File: src/rtl/l1_dma_engine.sv
// L1 DMA engine: moves one cache line between backing memory and the L1
// instruction/data SRAMs as a single fill or writeback burst.
module l1_dma_engine #(
  parameter int DATA_WIDTH      = 32,
  parameter int ADDR_WIDTH      = 32,
  parameter int READ_BURST_LEN  = 8,
  parameter int WRITE_BURST_LEN = 8
) (
  input  logic                  cpu_clk,
  input  logic                  cpu_rst_n,
  input  logic                  req_valid,
  output logic                  req_ready,
  input  logic [1:0]            req_op,
  input  logic [ADDR_WIDTH-1:0] req_mem_addr,
  input  logic [ADDR_WIDTH-1:0] req_local_addr,
  output logic                  done,
  output logic                  mem_cmd_valid,
  input  logic                  mem_cmd_ready,
  output logic [ADDR_WIDTH-1:0] mem_cmd_addr,
  output logic                  mem_cmd_write,
  input  logic                  mem_rvalid,
  input  logic [DATA_WIDTH-1:0] mem_rdata,
  output logic                  mem_wvalid,
  input  logic                  mem_wready,
  output logic [DATA_WIDTH-1:0] mem_wdata,
  output logic                  mem_wlast,
  output logic [ADDR_WIDTH-1:0] dma_inst_mem_waddr,
  output logic [DATA_WIDTH-1:0] dma_inst_mem_wdata,
  output logic                  inst_mem_write,
  output logic [ADDR_WIDTH-1:0] dma_data_mem_raddr,
  input  logic [DATA_WIDTH-1:0] data_mem_rdata,
  output logic                  data_mem_read_ctrl_by,
  output logic [ADDR_WIDTH-1:0] dma_data_mem_waddr,
  output logic [DATA_WIDTH-1:0] dma_data_mem_wdata,
  output logic                  data_mem_write,
  output logic                  data_mem_write_ctrl_by
);

  localparam int RD_W  = $clog2(READ_BURST_LEN);
  localparam int WR_W  = $clog2(WRITE_BURST_LEN);
  localparam int CNT_W = (RD_W > WR_W) ? RD_W : WR_W;
  localparam logic [CNT_W-1:0] RD_LAST = CNT_W'(READ_BURST_LEN - 1);
  localparam logic [CNT_W-1:0] WR_LAST = CNT_W'(WRITE_BURST_LEN - 1);

  typedef enum logic [2:0] {IDLE, CMD, FILL, WB, DONE} state_e;

  state_e                state_q;
  logic [1:0]            op_q;
  logic [ADDR_WIDTH-1:0] maddr_q;
  logic [ADDR_WIDTH-1:0] laddr_q;
  logic [CNT_W-1:0]      cnt_q;

  logic                  in_fill;
  logic                  in_wb;
  logic                  beat;
  logic [ADDR_WIDTH-1:0] beat_addr;

  always_ff @(posedge cpu_clk or negedge cpu_rst_n) begin
    if (!cpu_rst_n) begin
      state_q <= IDLE;
      op_q    <= '0;
      maddr_q <= '0;
      laddr_q <= '0;
      cnt_q   <= '0;
    end else begin
      case (state_q)
        IDLE: begin
          if (req_valid) begin
            op_q    <= req_op;
            maddr_q <= req_mem_addr;
            laddr_q <= req_local_addr;
            cnt_q   <= '0;
            // Illegal op completes immediately without touching memory.
            state_q <= (req_op == 2'd3) ? DONE : CMD;
          end
        end
        CMD: begin
          if (mem_cmd_ready) begin
            cnt_q   <= '0;
            state_q <= (op_q == 2'd2) ? WB : FILL;
          end
        end
        FILL: begin
          if (mem_rvalid) begin
            cnt_q <= cnt_q + CNT_W'(1);
            if (cnt_q == RD_LAST) state_q <= DONE;
          end
        end
        WB: begin
          if (mem_wready) begin
            cnt_q <= cnt_q + CNT_W'(1);
            if (cnt_q == WR_LAST) state_q <= DONE;
          end
        end
        DONE:    state_q <= IDLE;
        default: state_q <= IDLE;
      endcase
    end
  end

  // Every output is decoded from the state register and gated to zero
  // outside its phase, so reset forces a quiet bus immediately.
  assign in_fill   = (state_q == FILL);
  assign in_wb     = (state_q == WB);
  assign beat      = in_fill && mem_rvalid;
  assign beat_addr = laddr_q + ADDR_WIDTH'({cnt_q, 2'b00});

  assign req_ready     = (state_q == IDLE);
  assign done          = (state_q == DONE);
  assign mem_cmd_valid = (state_q == CMD);
  assign mem_cmd_addr  = mem_cmd_valid ? maddr_q : '0;
  assign mem_cmd_write = mem_cmd_valid && (op_q == 2'd2);

  assign inst_mem_write     = beat && (op_q == 2'd0);
  assign dma_inst_mem_waddr = inst_mem_write ? beat_addr : '0;
  assign dma_inst_mem_wdata = inst_mem_write ? mem_rdata : '0;

  assign data_mem_write         = beat && (op_q == 2'd1);
  assign data_mem_write_ctrl_by = in_fill && (op_q == 2'd1);
  assign dma_data_mem_waddr     = data_mem_write ? beat_addr : '0;
  assign dma_data_mem_wdata     = data_mem_write ? mem_rdata : '0;

  assign data_mem_read_ctrl_by = in_wb;
  assign dma_data_mem_raddr    = in_wb ? beat_addr : '0;
  assign mem_wvalid            = in_wb;
  assign mem_wdata             = in_wb ? data_mem_rdata : '0;
  assign mem_wlast             = in_wb && (cnt_q == WR_LAST);

endmodule

File: config.mk
export PLATFORM = sky130hd
export DESIGN_NAME = l1_dma_engine
export DESIGN_NICKNAME = d
export VERILOG_FILES = /design/src/rtl/l1_dma_engine.sv
export SDC_FILE = /design/constraint.sdc
export NUM_CORES = 1
export LEC_CHECK = 0
export BUFFER_PORTS_ARGS = -buffer_cell sky130_fd_sc_hd__buf_2
export CORE_AREA = 2 2 143 145
export CTS_BUF_LIST = sky130_fd_sc_hd__clkbuf_8 sky130_fd_sc_hd__clkbuf_16
export DETAILED_ROUTE_END_ITERATION = 16
export DIE_AREA = 0 0 145 147
export SETUP_SLACK_MARGIN = 0.3
export SKIP_CTS_REPAIR_TIMING = 1
export SYNTH_ARGS = -nofsm -noshare
export SYNTH_HDL_FRONTEND = slang
export SYNTH_SLANG_ARGS = --single-unit
File: constraint.sdc
create_clock -name cpu_clk -period 3.05 [get_ports cpu_clk]
set_input_delay 0.4575 -clock cpu_clk [delete_from_list [all_inputs] [get_ports cpu_clk]]
set_output_delay 0.4575 -clock cpu_clk [all_outputs]
set_load 0.01 [all_outputs]
# [Word level (Yosys, flattened, before mapping)]
# Index checks and enable logic that the tools add are counted.
[word_totals] out_inout_bits=234 word_cells=51 regBits=72 in_bits=136
[op_classes] n_mux=20 eq_ne=12 reduce_logical=12 addsub=2
[ops] operator="32-bit 2-to-1 mux" count=7
[ops] operator="32-bit by 5-bit adder with 32-bit output" count=1
[ops] operator="3-bit 2-to-1 mux" count=10
[ops] operator="3-bit case mux with 4 select lines" count=2
[ops] operator="3-bit by 2-bit == test with 1-bit output, second input constant" count=2
[ops] operator="3-bit == test, second input constant" count=2
[ops] operator="1-bit logical AND" count=6
[ops] operator="2-bit inequality test, second input constant" count=3
[ops] operator="5-bit AND reduction" count=1
[ops] operator="2-bit == test, second input constant" count=2
[ops] operator="4-bit AND reduction" count=1
[ops] operator="4-bit nonzero test" count=1
[ops] operator="3-bit by 1-bit adder with 3-bit output, second input constant" count=1
[ops] operator="3-bit by 1-bit == test with 1-bit output, second input constant" count=1
[ops] operator="3-bit zero test" count=1
[ops] operator="2-bit by 1-bit == test with 1-bit output, second input constant" count=1
[ops] operator="2-bit zero test" count=1
[ops] operator="2-bit by 1-bit inequality test with 1-bit output, second input constant" count=1
[ops] operator="2-bit AND reduction" count=1
[ops] operator="1-bit 2-to-1 mux" count=1

# [Depth between registers and ports, before layout]
[depth] ltp_word=4 mapped_depth=9 depth_no_buf=8

# [Worst setup path after synthesis]
# No wires, ideal clock.
[synth_timing] path_type="flip-flop to output port" from="register cnt_q[0]" to="output port dma_data_mem_waddr[18]" t_required_ps=2592 stages_incl_launch_ff=10 path_buffers=1 path_slack_ps=652 arrival_time_ps=1941 cell_sequence="dfrtp_1 -> ha_1 -> inv_1 -> fa_1 -> nand2b_1 -> a21oi_1 -> buf_2 -> nand4_1 -> xor2_1 -> nor2_1"
[synth_via] elab_chain_cells=2
[synth_lines] item="from (decl)" line_no="51" text="logic [CNT_W-1:0] cnt_q;"
[synth_lines] item="from (signal assigned)" line_no="85" text="cnt_q <= cnt_q + CNT_W'(1);"
[synth_lines] item="from (signal assigned)" line_no="91" text="cnt_q <= cnt_q + CNT_W'(1);"
[synth_lines] item="32-bit by 5-bit adder with 32-bit output" line_no="106" text="assign beat_addr = laddr_q + ADDR_WIDTH'({cnt_q, 2'b00});"
[synth_lines] item="32-bit 2-to-1 mux" line_no="120" text="assign dma_data_mem_waddr = data_mem_write ? beat_addr : '0;"
[synth_lines] item="to (decl)" line_no="33" text="output logic [ADDR_WIDTH-1:0] dma_data_mem_waddr,"
# Every way passes these cells.

# [Worst setup path in the final report]
[layout_timing] from="register laddr_q[2]" to="output port dma_data_mem_raddr[28]"
[layout_via] elab_chain_cells=2
[layout_lines] item="from (decl)" line_no="50" text="logic [ADDR_WIDTH-1:0] laddr_q;"
[layout_lines] item="from (signal assigned)" line_no="71" text="laddr_q <= req_local_addr;"
[layout_lines] item="32-bit by 5-bit adder with 32-bit output" line_no="106"
[layout_lines] item="32-bit 2-to-1 mux" line_no="124" text="assign dma_data_mem_raddr = in_wb ? beat_addr : '0;"
[layout_lines] item="to (decl)" line_no="30" text="output logic [ADDR_WIDTH-1:0] dma_data_mem_raddr,"
# Every way passes these cells.

==> impl_metrics.json <==
{
  "portBuffers": 369,
  "cts_sinks": 72,
  "cts_buffer_depth": 2,
  "ys_ff_latch": 72,
  "path_depth": 10,
  "netlist_area_um2": 4940,
  "ys_warn_count": 0,
  "r2r_start": "state_q[1]$_DFFE_PN0P_",
  "reg2reg_to": "maddr_q[17]$_DFFE_PN0P_",
  "status": "completed",
  "dr.pass1.iters": 4,
  "critPathSlowestCell": "dfrtp_1",
  "place_congestion": 0.822,
  "hold_viol": 0,
  "grt_usage": 0.153,
  "cap_violations": 0,
  "vias": 5009,
  "ir_drop_mv": 0.589,
  "initialDrtViolationCount": 193,
  "wl_mm": 17.3,
  "synthXorXnorAreaFrac": 0.0496,
  "synth_fa_ha_area_frac": 0.0167,
  "synthToLayoutAreaGrowth_pct": 52.9,
  "cts_tree": "yes",
  "synthArstFlopShare": 1.00,
  "fp-row-count": 52,
  "leakage_nw": 4.27,
  "setup_viol_count_final": 0,
  "die_h_um": 147,
  "cp_data_arrival_time_ps": 2360,
  "fillCellCount": 1985,
  "worstSetupEndpoint": "dma_data_mem_raddr[28]",
  "post-route-min-period_ps": 2820,
  "cpLargestDelayFamily": "adder cells",
  "synthCells": 529,
  "p_per_area_nw_per_um2": 785,
  "tightest_slew_ps": 954,
  "synth-edff-count": 0,
  "dpl.cell_count": 1140,
  "synth_compound_area_frac": 0.0157,
  "muxShareOfSynthArea": 0.163,
  "root_buffer": "clkbuf_16",
  "grt_pass1_wl_mm": 25.9,
  "ys_types": 42,
  "path_clk_slew_ps": 60,
  "antenna_found_initial": 3,
  "synth_top_family_by_area": "simple AND/OR/NAND/NOR gates",
  "grt_max_degree": 73,
  "period_share": 0.925,
  "start_util": 0.249,
  "worstPathRequired_ps": 2590,
  "critPathBufInv": 3,
  "fin_cells": 1163,
  "ioPinCount": 370,
  "ant_nets": 0,
  "yosys.area_share.simple": 0.328,
  "synth_area_per_cell_um2": 9.34,
  "drc_errors": 0,
  "hold_ws_ps": 251,
  "layout.nets": 1029,
  "rsz0062_at_grt": "yes",
  "layout_commonest_cell": "buf_2",
  "grt_pass1_vias": 4773,
  "synth_flop_cell": "dfrtp_1",
  "r2r_slack_ps": 790,
  "slew_violations": 0,
  "yosysSeqAreaShare": 0.365,
  "grt_overflow": 0,
  "cts_max_level": 3,
  "crit_type": "reg2out",
  "viasPerCell": 4.31,
  "worstPathCellList": "ha_2, inv_2, fa_2, nand2b_4, a21oi_4, buf_6, nand4_1, xor2_2, nor2_1, buf_2",
  "hpwl_mm": 13.0,
  "slew-limit-headroom": 0.364,
  "skew_ps": 4.60,
  "syn_nets": 671,
  "start_kind": "flip-flop",
  "regArea_um2": 1800,
  "fp.coreArea_um2": 19800,
  "critPathMaxFanout": 6,
  "cts_made_buffers": 9,
  "mostFrequentLayoutCells": "buf_2, and2_1, nor2_1",
  "wire_per_inst_um": 14.9,
  "hold_class": "in2async",
  "fp.dieW_um": 145,
  "tns_ps": 0,
  "crit_start": "laddr_q[2]$_DFFE_PN0P_",
  "insertion_delay_ps": 350,
  "fmaxAchievable_mhz": 354,
  "fp.dieArea_um2": 21300,
  "drive_gt1_frac": 0.574,
  "reg2reg_depth": 5,
  "cp-end-kind": "output port",
  "cp_slowest_stage_delay_ps": 360,
  "multi_input_area_um2": 3060
}
routing by layer:
metal | part of all wire | GRT usage
met3 | 0.080 | 0.0512
met1 | 0.42 | 0.185
met2 | 0.48 | 0.260
met4 | 0.014 | 0.0441
met5 | 0.0016 | 0
registers in the layout (all words and copies together), names as in the netlist:
name,flops
state_q,3
maddr_q,32
cnt_q,3
laddr_q,32
op_q,2
cells in the mapped netlist (2+ instances only):
cell        n  area, um^2
clkbuf_1   16        60.1
xnor2_1     5        43.8
inv_1       6        22.5
and2_1    106         663
buf_6       4        45.0
buf_4       6        45.0
nand2_1    16        60.1
xor2_1     23         201
o21ai_0     5        25.0
nand2b_1    4        25.0
and3_1     42         263
dfrtp_1    72        1800
mux2_4     16         240
buf_2      10        50.1
nand4_2     3        37.5
nor3_2      2        20.0
nand4_1    10        62.6
buf_12      3        60.1
nor3b_2     2        25.0
a21oi_1     5        25.0
inv_2       2        7.51
nor2_1     91         342
ha_1        5        62.6
mux2_2     48         541
nand3_1    10        50.1
kinds of logic (layout without fill, tap and decap cells):
group | after synthesis | in the layout
muxes | 65 | 65
xor gates and xnor gates | 28 | 28
DFF | 72 | 72
other | 0 | 1
adders and majority gates | 6 | 6
and+or+nand+nor | 295 | 295
AOI/OAI and AO/OA | 14 | 14
buffers and inverters | 49 | 412
worst register-to-register path, delay by kind of cell (launching register included):
| kind | cells | cell delay (ps) |
|---|---|---|
| buffers and inverters | 2 | 510 |
| DFF | 1 | 480 |
| muxes | 1 | 350 |
| and+or+nand+nor | 2 | 810 |
where the power goes:
| part | total [mW] | internal, mW | leakage [nW] | switching [mW] |
|---|---|---|---|---|
| registers | 1.91 | 1.44 | 0.856 | 0.470 |
| logic | 2.91 | 1.43 | 3.27 | 1.49 |
| clock network | 1.10 | 0.658 | 0.145 | 0.446 |
area by class of cell:
| type | count | area share |
|---|---|---|
| antenna | 1 | 0.000331 |
| timing repair buffer | 388 | 0.266 |
| multi-input combinational | 408 | 0.405 |
| tap | 270 | 0.0447 |
| clock buffer | 10 | 0.0316 |
| clock inverter | 6 | 0.00894 |
| inverter | 8 | 0.00464 |
| sequential | 72 | 0.239 |
worst min path at each step:
| stage | startpoint | endpoint | slack, ps |
|---|---|---|---|
| 4_1_cts | cpu_rst_n | maddr_q[5]$_DFFE_PN0P_ | 300 |
| 3_5_place_dp | maddr_q[3]$_DFFE_PN0P_ | maddr_q[3]$_DFFE_PN0P_ | 490 |
| 6_report | cpu_rst_n | maddr_q[5]$_DFFE_PN0P_ | 250 |
| 3_3_place_gp | maddr_q[17]$_DFFE_PN0P_ | maddr_q[17]$_DFFE_PN0P_ | 480 |
| 5_1_grt | req_mem_addr[24] | maddr_q[24]$_DFFE_PN0P_ | 320 |
| 2_1_floorplan | cpu_rst_n | cnt_q[0]$_DFFE_PN0P_ | 160 |
per-stage QoR:
stage / setup slack [ps] / util / power [mW] / cell area, um^2
finish: 229 / 0.381 / 5.93 / 7550
detailed placement: 469 / 0.351 / 4.70 / 6970
global placement: 483 / 0.351 / 4.65 / 6970
CTS: 83.5 / 0.366 / 5.85 / 7270
floorplan: 652 / - / 3.74 / 4940
global route: 115 / 0.381 / 6.37 / 7550
No activity file was read; power rests on OpenSTA's default activity.
